<file path="config.mk">
export PLATFORM = sky130hd
export DESIGN_NAME = freq_meter
export DESIGN_NICKNAME = d
export VERILOG_FILES = /design/src/rtl/freq_meter_pkg.sv /design/src/rtl/freq_meter_sync_2ff.sv /design/src/rtl/freq_meter.sv
export SDC_FILE = /design/constraint.sdc
export NUM_CORES = 1
export LEC_CHECK = 0
export BUFFER_PORTS_ARGS = -buffer_cell sky130_fd_sc_hd__buf_2
export CAP_MARGIN = 20
export CORE_ASPECT_RATIO = 1.75
export CORE_UTILIZATION = 60
export CTS_BUF_LIST = sky130_fd_sc_hd__clkbuf_8
export CTS_CLUSTER_SIZE = 28
export DETAILED_ROUTE_END_ITERATION = 8
export GPL_ROUTABILITY_DRIVEN = 0
export PLACE_DENSITY = 0.89
export SKIP_CTS_REPAIR_TIMING = 1
export SYNTH_ARGS = -nofsm -noshare
export SYNTH_HDL_FRONTEND = slang
export SYNTH_HIERARCHICAL = 1
export SYNTH_SLANG_ARGS = --single-unit
</file>
<file path="constraint.sdc">
create_clock -name clk -period 2.65 [get_ports clk]
set_clock_uncertainty 0.05 [all_clocks]
set_input_delay 0 -clock clk [delete_from_list [all_inputs] [get_ports clk]]
set_output_delay 0 -clock clk [all_outputs]
set_load 0.02 [all_outputs]
</file>
<file path="src/rtl/freq_meter_pkg.sv">
// Shared types and constants for the frequency meter and its helpers.
package freq_meter_pkg;
  localparam int FM_CNT_W  = 9;
  localparam int FM_CNT_MAX = 511;
  localparam int FM_LOCK_W = 4;

  typedef enum logic [1:0] {IDLE, MEAS, LOST} fm_state_e;

  // Saturating increment shared by the period and high-time counters.
  function automatic logic [FM_CNT_W-1:0] fm_sat_inc(input logic [FM_CNT_W-1:0] v);
    return (v == FM_CNT_W'(FM_CNT_MAX)) ? v : v + 1'b1;
  endfunction
endpackage

</file>
<file path="src/rtl/freq_meter_sync_2ff.sv">
// Generic 2-flop synchronizer, async active-low reset to 0.
module sync_2ff (
  input  logic clk,
  input  logic rst_n,
  input  logic d_i,
  output logic q_o
);
  logic s1_q, s2_q;

  always_ff @(posedge clk or negedge rst_n) begin
    if (!rst_n) begin
      s1_q <= 1'b0;
      s2_q <= 1'b0;
    end else begin
      s1_q <= d_i;
      s2_q <= s1_q;
    end
  end

  assign q_o = s2_q;
endmodule

</file>
<file path="src/rtl/freq_meter.sv">
// Period meter for a divided clock: divisor readback with valid/lock/timeout.
// Optional high-time measurement enabled by FREQ_METER_DUTY_EN.
module freq_meter
  import freq_meter_pkg::*;
#(
  parameter int LOCK_CNT   = 4,
  parameter int MAX_PERIOD = 256
) (
  input  logic       clk,
  input  logic       rstn,
  input  logic       clk_in,
  output logic [7:0] div_meas,
  output logic       meas_valid,
  output logic       locked,
  output logic       timeout
`ifdef FREQ_METER_DUTY_EN
  ,
  output logic [8:0] high_meas
`endif
);
  localparam logic [FM_CNT_W-1:0]  MAXP   = FM_CNT_W'(MAX_PERIOD);
  localparam logic [FM_LOCK_W-1:0] LOCK_N = FM_LOCK_W'(LOCK_CNT);

  logic s2, s3_q, rise;
  logic [FM_CNT_W-1:0] cnt_q, cnt_d;
  fm_state_e state_q, state_d;
  logic do_meas, do_to;
  logic [7:0] div_q, div_d;
  logic [FM_LOCK_W-1:0] lock_q, lock_d;
  logic meas_valid_q, locked_q, timeout_q, timeout_d;

  sync_2ff u_sync (.clk(clk), .rst_n(rstn), .d_i(clk_in), .q_o(s2));

  assign rise  = s2 & ~s3_q;
  assign cnt_d = rise ? FM_CNT_W'(1) : fm_sat_inc(cnt_q);

  always_ff @(posedge clk or negedge rstn) begin
    if (!rstn) state_q <= IDLE;
    else       state_q <= state_d;
  end

  always_comb begin
    state_d = state_q;
    case (state_q)
      IDLE:    if (rise) state_d = MEAS;
      MEAS:    if (do_to) state_d = LOST;
      LOST:    if (rise) state_d = MEAS;
      default: state_d = IDLE;
    endcase
  end

  // A rise in the same cycle as the limit wins over the timeout.
  always_comb begin
    do_meas = (state_q == MEAS) && rise && (cnt_q >= FM_CNT_W'(2)) && (cnt_q <= MAXP);
    do_to   = (state_q == MEAS) && !rise && (cnt_q == MAXP);
  end

  always_comb begin
    div_d     = div_q;
    lock_d    = lock_q;
    timeout_d = timeout_q;
    if (do_meas) begin
      div_d = cnt_q[7:0] - 8'd1;
      if (div_d == div_q) lock_d = (lock_q == LOCK_N) ? lock_q : lock_q + 1'b1;
      else                lock_d = FM_LOCK_W'(1);
    end
    if (do_to) begin
      lock_d    = '0;
      timeout_d = 1'b1;
    end else if (state_q == LOST && rise) begin
      timeout_d = 1'b0;
    end
  end

  always_ff @(posedge clk or negedge rstn) begin
    if (!rstn) begin
      s3_q         <= 1'b0;
      cnt_q        <= '0;
      div_q        <= '0;
      lock_q       <= '0;
      meas_valid_q <= 1'b0;
      locked_q     <= 1'b0;
      timeout_q    <= 1'b0;
    end else begin
      s3_q         <= s2;
      cnt_q        <= cnt_d;
      div_q        <= div_d;
      lock_q       <= lock_d;
      meas_valid_q <= do_meas;
      locked_q     <= (lock_d == LOCK_N);
      timeout_q    <= timeout_d;
    end
  end

  assign div_meas   = div_q;
  assign meas_valid = meas_valid_q;
  assign locked     = locked_q;
  assign timeout    = timeout_q;

`ifdef FREQ_METER_DUTY_EN
  logic [FM_CNT_W-1:0] hcnt_q, hcnt_d, high_q;

  // The rise cycle itself is the first high cycle of the new period.
  assign hcnt_d = rise ? FM_CNT_W'(1) : (s2 ? fm_sat_inc(hcnt_q) : hcnt_q);

  always_ff @(posedge clk or negedge rstn) begin
    if (!rstn) begin
      hcnt_q <= '0;
      high_q <= '0;
    end else begin
      hcnt_q <= hcnt_d;
      if (do_meas) high_q <= hcnt_q;
    end
  end

  assign high_meas = high_q;
`endif
endmodule

</file>
# == Word-level counts from Yosys, hierarchy flattened ==
# Index checks and enable logic that the tools add are counted.
# op_classes
add_sub_neg,3
bitwise_logic,2
n_mux,11
n_lt_le_gt_ge,2
reduce_logical,11
eq_ne,10
# ops
cell,count
9-bit equality test (second input constant),2
9-bit 2-to-1 mux,2
4-bit 2-to-1 mux,4
9-bit by 1-bit adder with 9-bit output (second input constant),1
9-bit by 2-bit greater-or-equal comparator with 1-bit output (second input constant),1
9-bit <= comparator (second input constant),1
4-bit by 3-bit equality test with 1-bit output (second input constant),2
8-bit equality test,1
8-bit by 1-bit subtractor with 8-bit output (second input constant),1
1-bit logical AND,6
4-bit by 1-bit adder with 4-bit output (second input constant),1
2-bit 2-to-1 mux,2
2-bit != test (second input constant),2
2-bit one-hot mux with 2 select lines,1
2-bit by 1-bit equality test with 1-bit output (second input constant),1
2-bit equality test (second input constant),1
2-bit logical NOT,1
1-bit 2-to-1 mux,2
2-bit by 1-bit != test with 1-bit output (second input constant),1
2-bit AND reduction,1
2-bit nonzero test,1
2-bit OR reduction,1
1-bit AND,1
1-bit logical NOT,1
1-bit inverter,1
# totals
reg_bits,29
wordCells,49
output_inout_bits,11

# == Depth between registers and ports, before layout ==
# Gate-level depths: netlist (run 1).
# logic_depth
depth_word,8
ltp_mapped,10

# == Modules after synthesis ==
# Netlist (run 1), hierarchy kept.
# modules_own_cells
module,cells_each,seq_area_each_um2,area_per_inst_um2,n_inst
freq_meter,176,675.6,1620.3,1
sync_2ff,2,50.0,50.0,1

# == Least setup slack after synthesis (run 1) ==
# No wires, ideal clock.
# synth_path
path_type,register to register
start,register cnt_q[0]
end,register locked_q (netlist: locked)
setup_time_ns,0.096
arrival_time_ns,2.169
stages_incl_launch_ff,11
t_required_ns,2.504
path_slack_ns,0.335
path_buffers,1
path_cell_list,dfrtp_1 clkbuf_1 inv_1 ha_1 nor3b_1 xnor2_1 xnor2_1 a211oi_2 o2111ai_1 a211o_1 nor4_2
# synth_via
elab_chain_len,6
elab_cells_between_ends,12
cone_classes,1 x add/sub; 2 x order compare; 3 x eq/ne; 3 x mux; 3 x reduce/logical
# synth_lines
element,line_no,text
start: declaration,freq_meter.sv:25,"logic [FM_CNT_W-1:0] cnt_q, cnt_d;"
start signal: assignment,freq_meter.sv:86,cnt_q <= cnt_d;
8-bit by 1-bit subtractor with 8-bit output or 9-bit by 2-bit greater-or-equal comparator with 1-bit output (tied branches),"freq_meter.sv:63, freq_meter.sv:54",
8-bit equality test or 1-bit logical AND (tied branches),"freq_meter.sv:64, freq_meter.sv:54",
4-bit 2-to-1 mux or 1-bit logical AND (tied branches),"freq_meter.sv:64, freq_meter.sv:54",
4-bit 2-to-1 mux,freq_meter.sv:62,if (do_meas) begin
4-bit 2-to-1 mux *,freq_meter.sv:67,if (do_to) begin
named net lock_d[0],freq_meter.sv:29,"logic [FM_LOCK_W-1:0] lock_q, lock_d;"
4-bit by 3-bit equality test with 1-bit output *,freq_meter.sv:90,locked_q <= (lock_d == LOCK_N);
end signal: assignment,freq_meter.sv:90,
end: declaration,freq_meter.sv:30,"logic meas_valid_q, locked_q, timeout_q, timeout_d;"
# Mark *: on every way through the listed nets, which the timed path passes. The rest lies on a longest branch.
# A chain may end at the register's enable or synchronous reset.

# == Final worst setup path (run 1) ==
# layout_path
start,register cnt_q[1]
end,register locked_q (netlist: locked)
# Same word-level chain as after synthesis.

==> results.toml, run 1 <==
[worst_setup_path]
crit_path_end_kind = "flop"
crit_type = "reg2reg"
cp_num_buf_inv = 0
cp-startpoint = "cnt_q[1]"
arrival_ns = 2.60
crit_required_ns = 2.79
cp_top_family = "simple AND/OR/NAND/NOR gates"
crit_fanout = 9
max_stage_delay_ns = 0.61
reg2reg_from = "cnt_q[1]"
slowest_stage = "or4_4"
start_kind = "flop"
cp_cell_sequence = "or4_4 -> nor4_4 -> xnor2_1 -> nor3b_1 -> nor3_1 -> a211o_1 -> nor4_2"

[final_layout]
area_growth_syn_to_layout_pct = 12.88
num_antenna_cells = 0
nFillCells = 204
nets = 206
fin_util_pct = 70.92
drive_above_1_share_pct = 19.19
fin_cells = 225

[logic_synthesis]
synth_fa_ha_area_share_pct = 4.494
syn_nets = 187
ys_seq_area_share_pct = 43.45
synth_ff_type = "dfrtp_1"
yosys.area.top_type = "dfrtp_1"
synth-edff-count = 0
netlist-cell-type-count = 40
synth_top_family_by_area = "simple AND/OR/NAND/NOR gates"
synth_compound_area_share_pct = 12.51
ys_top_cells_by_area = "dfrtp_1 (43%), xnor2_1 (5.8%), xor2_1 (4.7%)"
synth_area_um2 = 1670
synth_area_per_cell_um2 = 9.384
synth_top_area_share_pct = 43.45
yosysWarnings = 6
synth-simple-area-share_pct = 20.90
ys_async_sr_fraction_pct = 100.0
synthMuxAreaShare_pct = 3.071
synth-xor-area-share_pct = 10.49
synth_seq_cells = 29
syn_inst = 178

[routing]
drt_iter0_markers = 27
post-route-drc-count = 0
dr.pass1.iters = 5
drt_wl_total_mm = 3.353
ant_nets = 0
routed_via_density = 5.956
wl_per_cell_um = 14.90
vias = 1340

[floorplanning]
ios = 14
core_region_area_um2 = 2659
die_w_um = 41.89
dieArea_um2 = 3007
fp-row-count = 25
fp.dieH_um = 71.80
start_util_pct = 62.82

[power_and_ir_drop]
finalPower_w = 0.001862
powerDensity_nw_per_um2 = 987.6
ir_drop_v = 0.0006316
p_leak_nw = 0.8726

[cts]
insertion_delay_ns = 0.29
cts_buffer_depth = 2
h-tree-depth = 2
clk_pin_slew_worst_paths_ns = 0.07
numCtsBuffers = 5
clkSinkCount = 29
cts_tree = "done"
clockRootBuffer = "clkbuf_8"

[global_route]
gr-total-overflow = 0
grt_pass1_vias = 1372
antenna_found_initial = 0
grt_use_total_pct = 25.27
grt_max_degree = 30
grt_pass1_wl_mm = 5.768

[place]
dp_hpwl_mm = 2.523
place_ws_ns = 0.1505
dpl.cell_count = 214
portBuffers = 13

[sta]
finalMaxSlewViolations = 0
tns_ns = 0
tightest_slew_ns = 0.6252
finalHoldViolCount = 0
fmax_ghz = 0.4063
min_period_over_period_pct = 92.87
grt_setup_unrepaired = "no"
fin_crit_ns = 2.461
finalWorstSetupSlack_ns = 0.1888
slew_headroom_pct = 58.32
setup_violations = 0

[outcome]
outcome = "completed"

[hold_path]
worstHoldPathType = "in2async"

[run]
maxCapViolations = 0
## cells in the final DEF (no fill, tap or decap), drive strengths merged, types with 3 or more instances in the layout
master and count:
nand4 3, nor3b 3, dfrtp 29, buf 21
o21ai 15, ha 6, inv 9, xor2 9
clkbuf 5, xnor2 11, mux2i 4, nor2 15
nand3 5, nor4 5, nor2b 3, nor3 3
a21oi 9, nand2 20
## cell families after synthesis
kind of cell,count (synthesis)
compound gates,34
xor+xnor,20
fa+ha+maj,6
buf+inv,20
flops,29
mux,5
simple gates,64
## through the flow
| step | cell area, um^2 | hold slack (ns) |
|---|---|---|
| 2_1_floorplan | 1670 | -0.3456 |
| 3_3_place_gp | 1770 | -0.003005 |
| 3_5_place_dp | 1770 | 0.007393 |
| 4_1_cts | 1857 | -0.3027 |
| 5_1_grt | 1886 | 0.2772 |
| 6_report | 1886 | 0.2122 |
## layout make-up
| class | count | area [um^2] | share of cell area, % |
|---|---|---|---|
| Clock inverter | 3 | 17.52 | 0.9290 |
| Tap cell | 27 | 33.78 | 1.792 |
| Multi-Input combinational cell | 129 | 859.6 | 45.59 |
| Clock buffer | 5 | 68.82 | 3.650 |
| Timing Repair Buffer | 23 | 145.1 | 7.697 |
| Sequential cell | 29 | 726.9 | 38.55 |
| Inverter | 9 | 33.78 | 1.792 |
## worst paths after layout
check	to	cells after the start	slack [ns]
min in group clk	u_sync/q_o	0	0.30
max reg2reg	locked	7	0.19
min reg2reg	u_sync/q_o	0	0.30
max in group asynchronous	cnt_q[0]	2	1.90
min	state_q[1]	2	0.21
max	locked	7	0.19
## layer usage
layer  up-vias  global-route usage (%)  wire length, um
met5         -                       0                0
met3         9                   7.557               87
li1        647                       -                -
met2        21                   43.58             1869
met4         0                   18.28               90
met1       663                   25.00             1305
## Yosys cell counts, drive strengths merged (2+ instances only)
master,n
or3,2
nor2b,3
a211oi,2
clkbuf,7
a21oi,9
nor4,5
dfrtp,29
o21ai,15
nand2,20
nor2,15
buf,4
mux2i,4
ha,6
xor2,9
nor3,3
nand4,3
inv,9
nor3b,3
xnor2,11
nand3,5
## flip-flops by register name, indices dropped and copies added (netlist names)
name         cells
timeout          1
u_sync/q_o       1
state_q          2
lock_q           4
div_meas         8
meas_valid       1
cnt_q            9
u_sync/s1_q      1
locked           1
s3_q             1
## report_power, final
group	switching (W)	internal, W
Sequential	0.000155	0.000551
Combinational	0.000452	0.000354
Clock	0.000169	0.000180
Total	0.000777	0.00109
No activity file was read; power rests on OpenSTA's default activity.
==> run 2: changes to the inputs <==
--- a/config.mk
+++ b/config.mk
@@ -17,5 +17,5 @@
 export SKIP_CTS_REPAIR_TIMING = 1
 export SYNTH_ARGS = -nofsm -noshare
 export SYNTH_HDL_FRONTEND = slang
-export SYNTH_HIERARCHICAL = 1
 export SYNTH_SLANG_ARGS = --single-unit
+export TNS_END_PERCENT = 50
==> run 2 against run 1 <==
Cell count fell by 0.44%. Area after synthesis increased by 2.4%. Sequential cell count stayed put. Clock power rose by 12%. Sequential share of layout area fell by 0.35 points. Worst hold slack better by 0.016 ns. Critical path type unchanged.
==> results.toml, run 2 <==
[outcome]
outcome = "completed"

[routing]
dr.pass1.iters = 5
vias = 1371
drt_iter0_markers = 48
ant_nets = 0
wl_per_cell_um = 15.84
routed_via_density = 6.121
drt_wl_total_mm = 3.548
post-route-drc-count = 0

[worst_setup_path]
crit_type = "reg2reg"
crit_path_end_kind = "flop"
crit_fanout = 9
crit_required_ns = 2.78
cp_top_family = "simple AND/OR/NAND/NOR gates"
slowest_stage = "dfrtp_1"
arrival_ns = 2.62
start_kind = "flop"
cp_cell_sequence = "inv_1 -> ha_1 -> nor3b_2 -> a21oi_1 -> a311o_1 -> nor4_1 -> o21ai_1 -> nor4_2"
max_stage_delay_ns = 0.49
cp_num_buf_inv = 1

[global_route]
grt_use_total_pct = 25.46
gr-total-overflow = 0
antenna_found_initial = 0
grt_pass1_vias = 1346
grt_pass1_wl_mm = 5.823
grt_max_degree = 30

[logic_synthesis]
synth-edff-count = 0
synth_ff_type = "dfrtp_1"
synth_area_um2 = 1710
ys_top_cells_by_area = "dfrtp_1 (42%), xnor2_1 (7.2%), ha_1 (4.4%)"
ys_async_sr_fraction_pct = 100.0
synth_seq_cells = 29
ys_seq_area_share_pct = 42.43
synth_top_area_share_pct = 42.43
yosysWarnings = 0
yosys.area.top_type = "dfrtp_1"
synthTopCellsByCount = "dfrtp_1 (29), nand2_1 (16), nor2_1 (14), o21ai_0 (14), xnor2_1 (14)"
netlist-cell-type-count = 44
yosysMostFrequentCell = "dfrtp_1"
synth_area_per_cell_um2 = 9.450
syn_nets = 190
syn_inst = 181

[floorplanning]
die_w_um = 42.36
ios = 14
core_region_area_um2 = 2690
start_util_pct = 63.58
fp.dieH_um = 72.63
dieArea_um2 = 3077
fp-row-count = 25

[final_layout]
largest_register_ffs = 9
final_common_cell = "dfrtp_1"
drive_above_1_share_pct = 16.75
fin_cells = 224
top_register = "cnt_q"
nets = 205
area_growth_syn_to_layout_pct = 11.05
final_cell_mix = "dfrtp_1 (29), nand2_1 (16), nor2_1 (14), o21ai_0 (14), xnor2_1 (14)"
num_antenna_cells = 0

[power_and_ir_drop]
finalPower_w = 0.001905
powerDensity_nw_per_um2 = 1003
p_leak_nw = 0.8480
ir_drop_v = 0.0006507

[cts]
insertion_delay_ns = 0.28
h-tree-depth = 2
clk_pin_slew_worst_paths_ns = 0.06
cts_tree = "done"
clkSinkCount = 29
clockRootBuffer = "clkbuf_8"
cts_buffer_depth = 2
numCtsBuffers = 5

[sta]
grt_setup_unrepaired = "no"
tightest_slew_ns = 0.6221
finalMaxSlewViolations = 0
setup_violations = 0
fmax_ghz = 0.4005
fin_crit_ns = 2.497
slew_headroom_pct = 58.21
min_period_over_period_pct = 94.21
tns_ns = 0
finalHoldViolCount = 0

[run]
maxCapViolations = 0

[place]
dpl.cell_count = 214
portBuffers = 13
dp_hpwl_mm = 2.627

[hold_path]
worstHoldPathType = "in2async"
-- run 2: changes by cell type after synthesis, sizes merged, moves of 3 or more --
cell | before | now
nand2 | 20 | 16
buf | 4 | 7
xor2 | 9 | 3
nand2b | 1 | 7
and2 | 0 | 3
xnor2 | 11 | 14
clkbuf | 7 | 4
-- run 2: kinds of logic (layout without fill, tap and decap cells) --
family | Yosys count | count (layout) | synth area share [%]
simple gates | 68 | 68 | 22.17
fa+ha+maj | 6 | 6 | 4.389
buf+inv | 18 | 34 | 5.120
xor+xnor | 17 | 17 | 8.706
compound gates | 38 | 38 | 14.19
flops | 29 | 29 | 42.43
mux | 5 | 5 | 2.999
-- run 2: worst paths after layout --
| kind | startpoint | to | slack, ns | depth (start not counted) |
|---|---|---|---|---|
| worst max-delay path | cnt_q[1] | locked | 0.15 | 8 |
| worst min-delay path | rstn | meas_valid | 0.23 | 2 |
| worst max register to register | cnt_q[1] | locked | 0.15 | 8 |
| max in group asynchronous | rstn | u_sync.q_o | 1.91 | 2 |
| worst min register to register | u_sync.s1_q | u_sync.q_o | 0.31 | 0 |
| min in group clk | u_sync.s1_q | u_sync.q_o | 0.31 | 0 |
-- run 2: worst reg2reg max path: cells and delay by family, from the launching register on --
| kind | cells | cell delay [ns] |
|---|---|---|
| AND/OR/NAND/NOR | 3 | 0.89 |
| AO/OA/AOI/OAI | 3 | 0.69 |
| flip-flops | 1 | 0.49 |
| adder cells (fa/ha/maj) | 1 | 0.17 |
| buffers and inverters | 1 | 0.10 |
-- run 2: power by group --
| group | switching, W | internal (W) | total (W) | leakage, nW |
|---|---|---|---|---|
| Combinational | 0.000446 | 0.000344 | 0.000790 | 0.421 |
| Sequential | 0.000176 | 0.000547 | 0.000723 | 0.373 |
| Clock | 0.000158 | 0.000234 | 0.000392 | 0.0542 |
-- run 2: area by class of cell --
class | instances | area (um^2)
clock buffers | 7 | 96.34
flip-flops and latches | 29 | 725.7
well taps | 27 | 33.78
fillers | 199 | 790.8
inverters | 7 | 26.28
clock inverters | 1 | 5.005
repair buffers | 19 | 115.1
multi-input cells | 134 | 897.1
-- run 2: routing by layer --
layer  global-route usage (%)  wire length [um]  up-vias
met5                        0                 0        -
met4                    19.79               229        0
met3                    6.436               137       27
met2                    45.98              1890       50
met1                    23.38              1291      637
li1                         -                 -      657
-- run 2: through the flow --
step	instance area, um^2	hold WS [ns]	util [%]	worst slack (ns)
5_1_grt	1899	0.2916	70.60	0.003251
2_1_floorplan	1710	-0.3456	-	0.3981
4_1_cts	1879	-0.2975	69.86	0.1850
3_3_place_gp	1778	-0.01043	66.09	0.3834
6_report	1899	0.2279	70.60	0.1534
3_5_place_dp	1778	-0.001066	66.09	0.2488
==> run 3: changes to the inputs <==
--- a/config.mk
+++ b/config.mk
@@ -13,7 +13,9 @@
 export CTS_CLUSTER_SIZE = 28
 export DETAILED_ROUTE_END_ITERATION = 8
 export GPL_ROUTABILITY_DRIVEN = 0
+export HOLD_SLACK_MARGIN = 0.05
 export PLACE_DENSITY = 0.89
+export REMOVE_ABC_BUFFERS = 1
 export SKIP_CTS_REPAIR_TIMING = 1
 export SYNTH_ARGS = -nofsm -noshare
 export SYNTH_HDL_FRONTEND = slang
==> run 3 against run 2 <==
Core utilization is 0.28 points lower. Routed wire length is 5.0% lower. Cell count is 0.45% lower. Die area stayed put. Combinational power is 3.4% lower. Via count is 0.80% lower. Sequential cell count stayed put. Worst setup slack better by 0.11 ns. Worst hold slack worse by 0.0083 ns. First-iteration DRC count is 27% lower. Sequential share of layout area is 0.15 points higher.
==> results.toml, run 3 (synthesized netlist as in run 2, its figures left out) <==
[outcome]
outcome = "completed"

[global_route]
grt_pass1_wl_mm = 5.740
grt_max_degree = 30
grt_use_total_pct = 24.81
grt_pass1_vias = 1374
antenna_found_initial = 0
gr-total-overflow = 0

[final_layout]
seqCellArea_um2 = 725.7
num_antenna_cells = 0
final_cell_mix = "dfrtp_1 (29), nand2_1 (16), nor2_1 (14), o21ai_0 (14), xnor2_1 (14)"
multiInputGateArea_um2 = 897.1
largest_register_ffs = 9
drive_above_1_share_pct = 16.33
top_register = "cnt_q"
area_growth_syn_to_layout_pct = 10.61
nFillCells = 213
final_common_cell = "dfrtp_1"
nets = 204

[power_and_ir_drop]
p_leak_nw = 0.8426
ir_drop_v = 0.0006865
powerDensity_nw_per_um2 = 989.5
finalPower_w = 0.001872

[floorplanning]
dieArea_um2 = 3077
fp-row-count = 25
core_region_area_um2 = 2690
start_util_pct = 63.58
fp.dieH_um = 72.63
die_w_um = 42.36
ios = 14

[hold_path]
worstHoldPathType = "in2async"

[routing]
wl_per_cell_um = 15.12
drt_iter0_markers = 35
post-route-drc-count = 0
vias = 1360
dr.pass1.iters = 4
drt_wl_total_mm = 3.371
ant_nets = 0
routed_via_density = 6.099

[worst_setup_path]
crit_type = "reg2reg"
arrival_ns = 2.52
crit_path_end_kind = "flop"
crit_fanout = 9
crit_required_ns = 2.78
start_kind = "flop"

[cts]
h-tree-depth = 2
clkSinkCount = 29
clk_pin_slew_worst_paths_ns = 0.06
insertion_delay_ns = 0.28
clockRootBuffer = "clkbuf_8"
cts_tree = "done"
cts_buffer_depth = 2
numCtsBuffers = 5

[place]
portBuffers = 13
dp_hpwl_mm = 2.507

[sta]
tns_ns = 0
fmax_ghz = 0.4181
setup_violations = 0
min_period_over_period_pct = 90.25
finalHoldViolCount = 0
grt_setup_unrepaired = "no"
fin_crit_ns = 2.392
tightest_slew_ns = 0.6233
finalMaxSlewViolations = 0
slew_headroom_pct = 58.45

[run]
maxCapViolations = 0
run 3: per-stage QoR:
stage / setup slack, ns / hold WS [ns] / utilization (%) / std cells / area (um^2)
after detailed placement: 0.2759 / 0.005772 / 65.81 / 213 / 1770
after floorplan: 0.4008 / -0.3456 / - / 170 / 1649
final: 0.2584 / 0.2197 / 70.33 / 223 / 1892
after global placement: 0.3652 / -0.003637 / 65.81 / 213 / 1770
after global routing: 0.06814 / 0.3040 / 70.33 / 223 / 1892
after CTS: 0.2665 / -0.2924 / 69.58 / 221 / 1872
run 3: area by class of cell:
class,instances,area share (%)
Multi-Input combinational cell,134,47.42
Sequential cell,29,38.36
Timing Repair Buffer,18,5.688
Clock buffer,7,5.093
Tap cell,27,1.786
Inverter,7,1.389
Clock inverter,1,0.2646
run 3: report_power, final:
group          leakage (nW)  internal (W)  total, W  switching [W]
combinational         0.415      0.000342  0.000763       0.000421
sequential            0.373      0.000547  0.000715       0.000168
clock                0.0542      0.000234  0.000394       0.000159
total                 0.843       0.00112   0.00187       0.000749
run 3: final timing paths:
path                                to  slack [ns]  depth (start not counted)   startpoint
setup / recovery                locked        0.26                          8     cnt_q[1]
hold / removal                 timeout        0.22                          2         rstn
setup reg to reg                locked        0.26                          8     cnt_q[1]
hold reg to reg             u_sync.q_o        0.30                          0  u_sync.s1_q
max in group asynchronous  div_meas[2]        1.92                          2         rstn
min in group clk            u_sync.q_o        0.30                          0  u_sync.s1_q
run 3: metal layers:
metal	global-route usage [%]	routed length [um]	vias to the layer above
met5	0	0	-
met4	15.97	103	0
met3	6.436	138	13
met2	44.27	1887	41
met1	24.71	1241	655
li1	-	-	651
run 3: critical path, cell delays in order (launching register included):
cell	delay, ns
dfrtp_1	0.49
inv_1	0.10
ha_1	0.16
nor3b_2	0.32
a21oi_1	0.13
a311o_1	0.35
nor4_1	0.27
o21ai_1	0.16
nor4_2	0.28
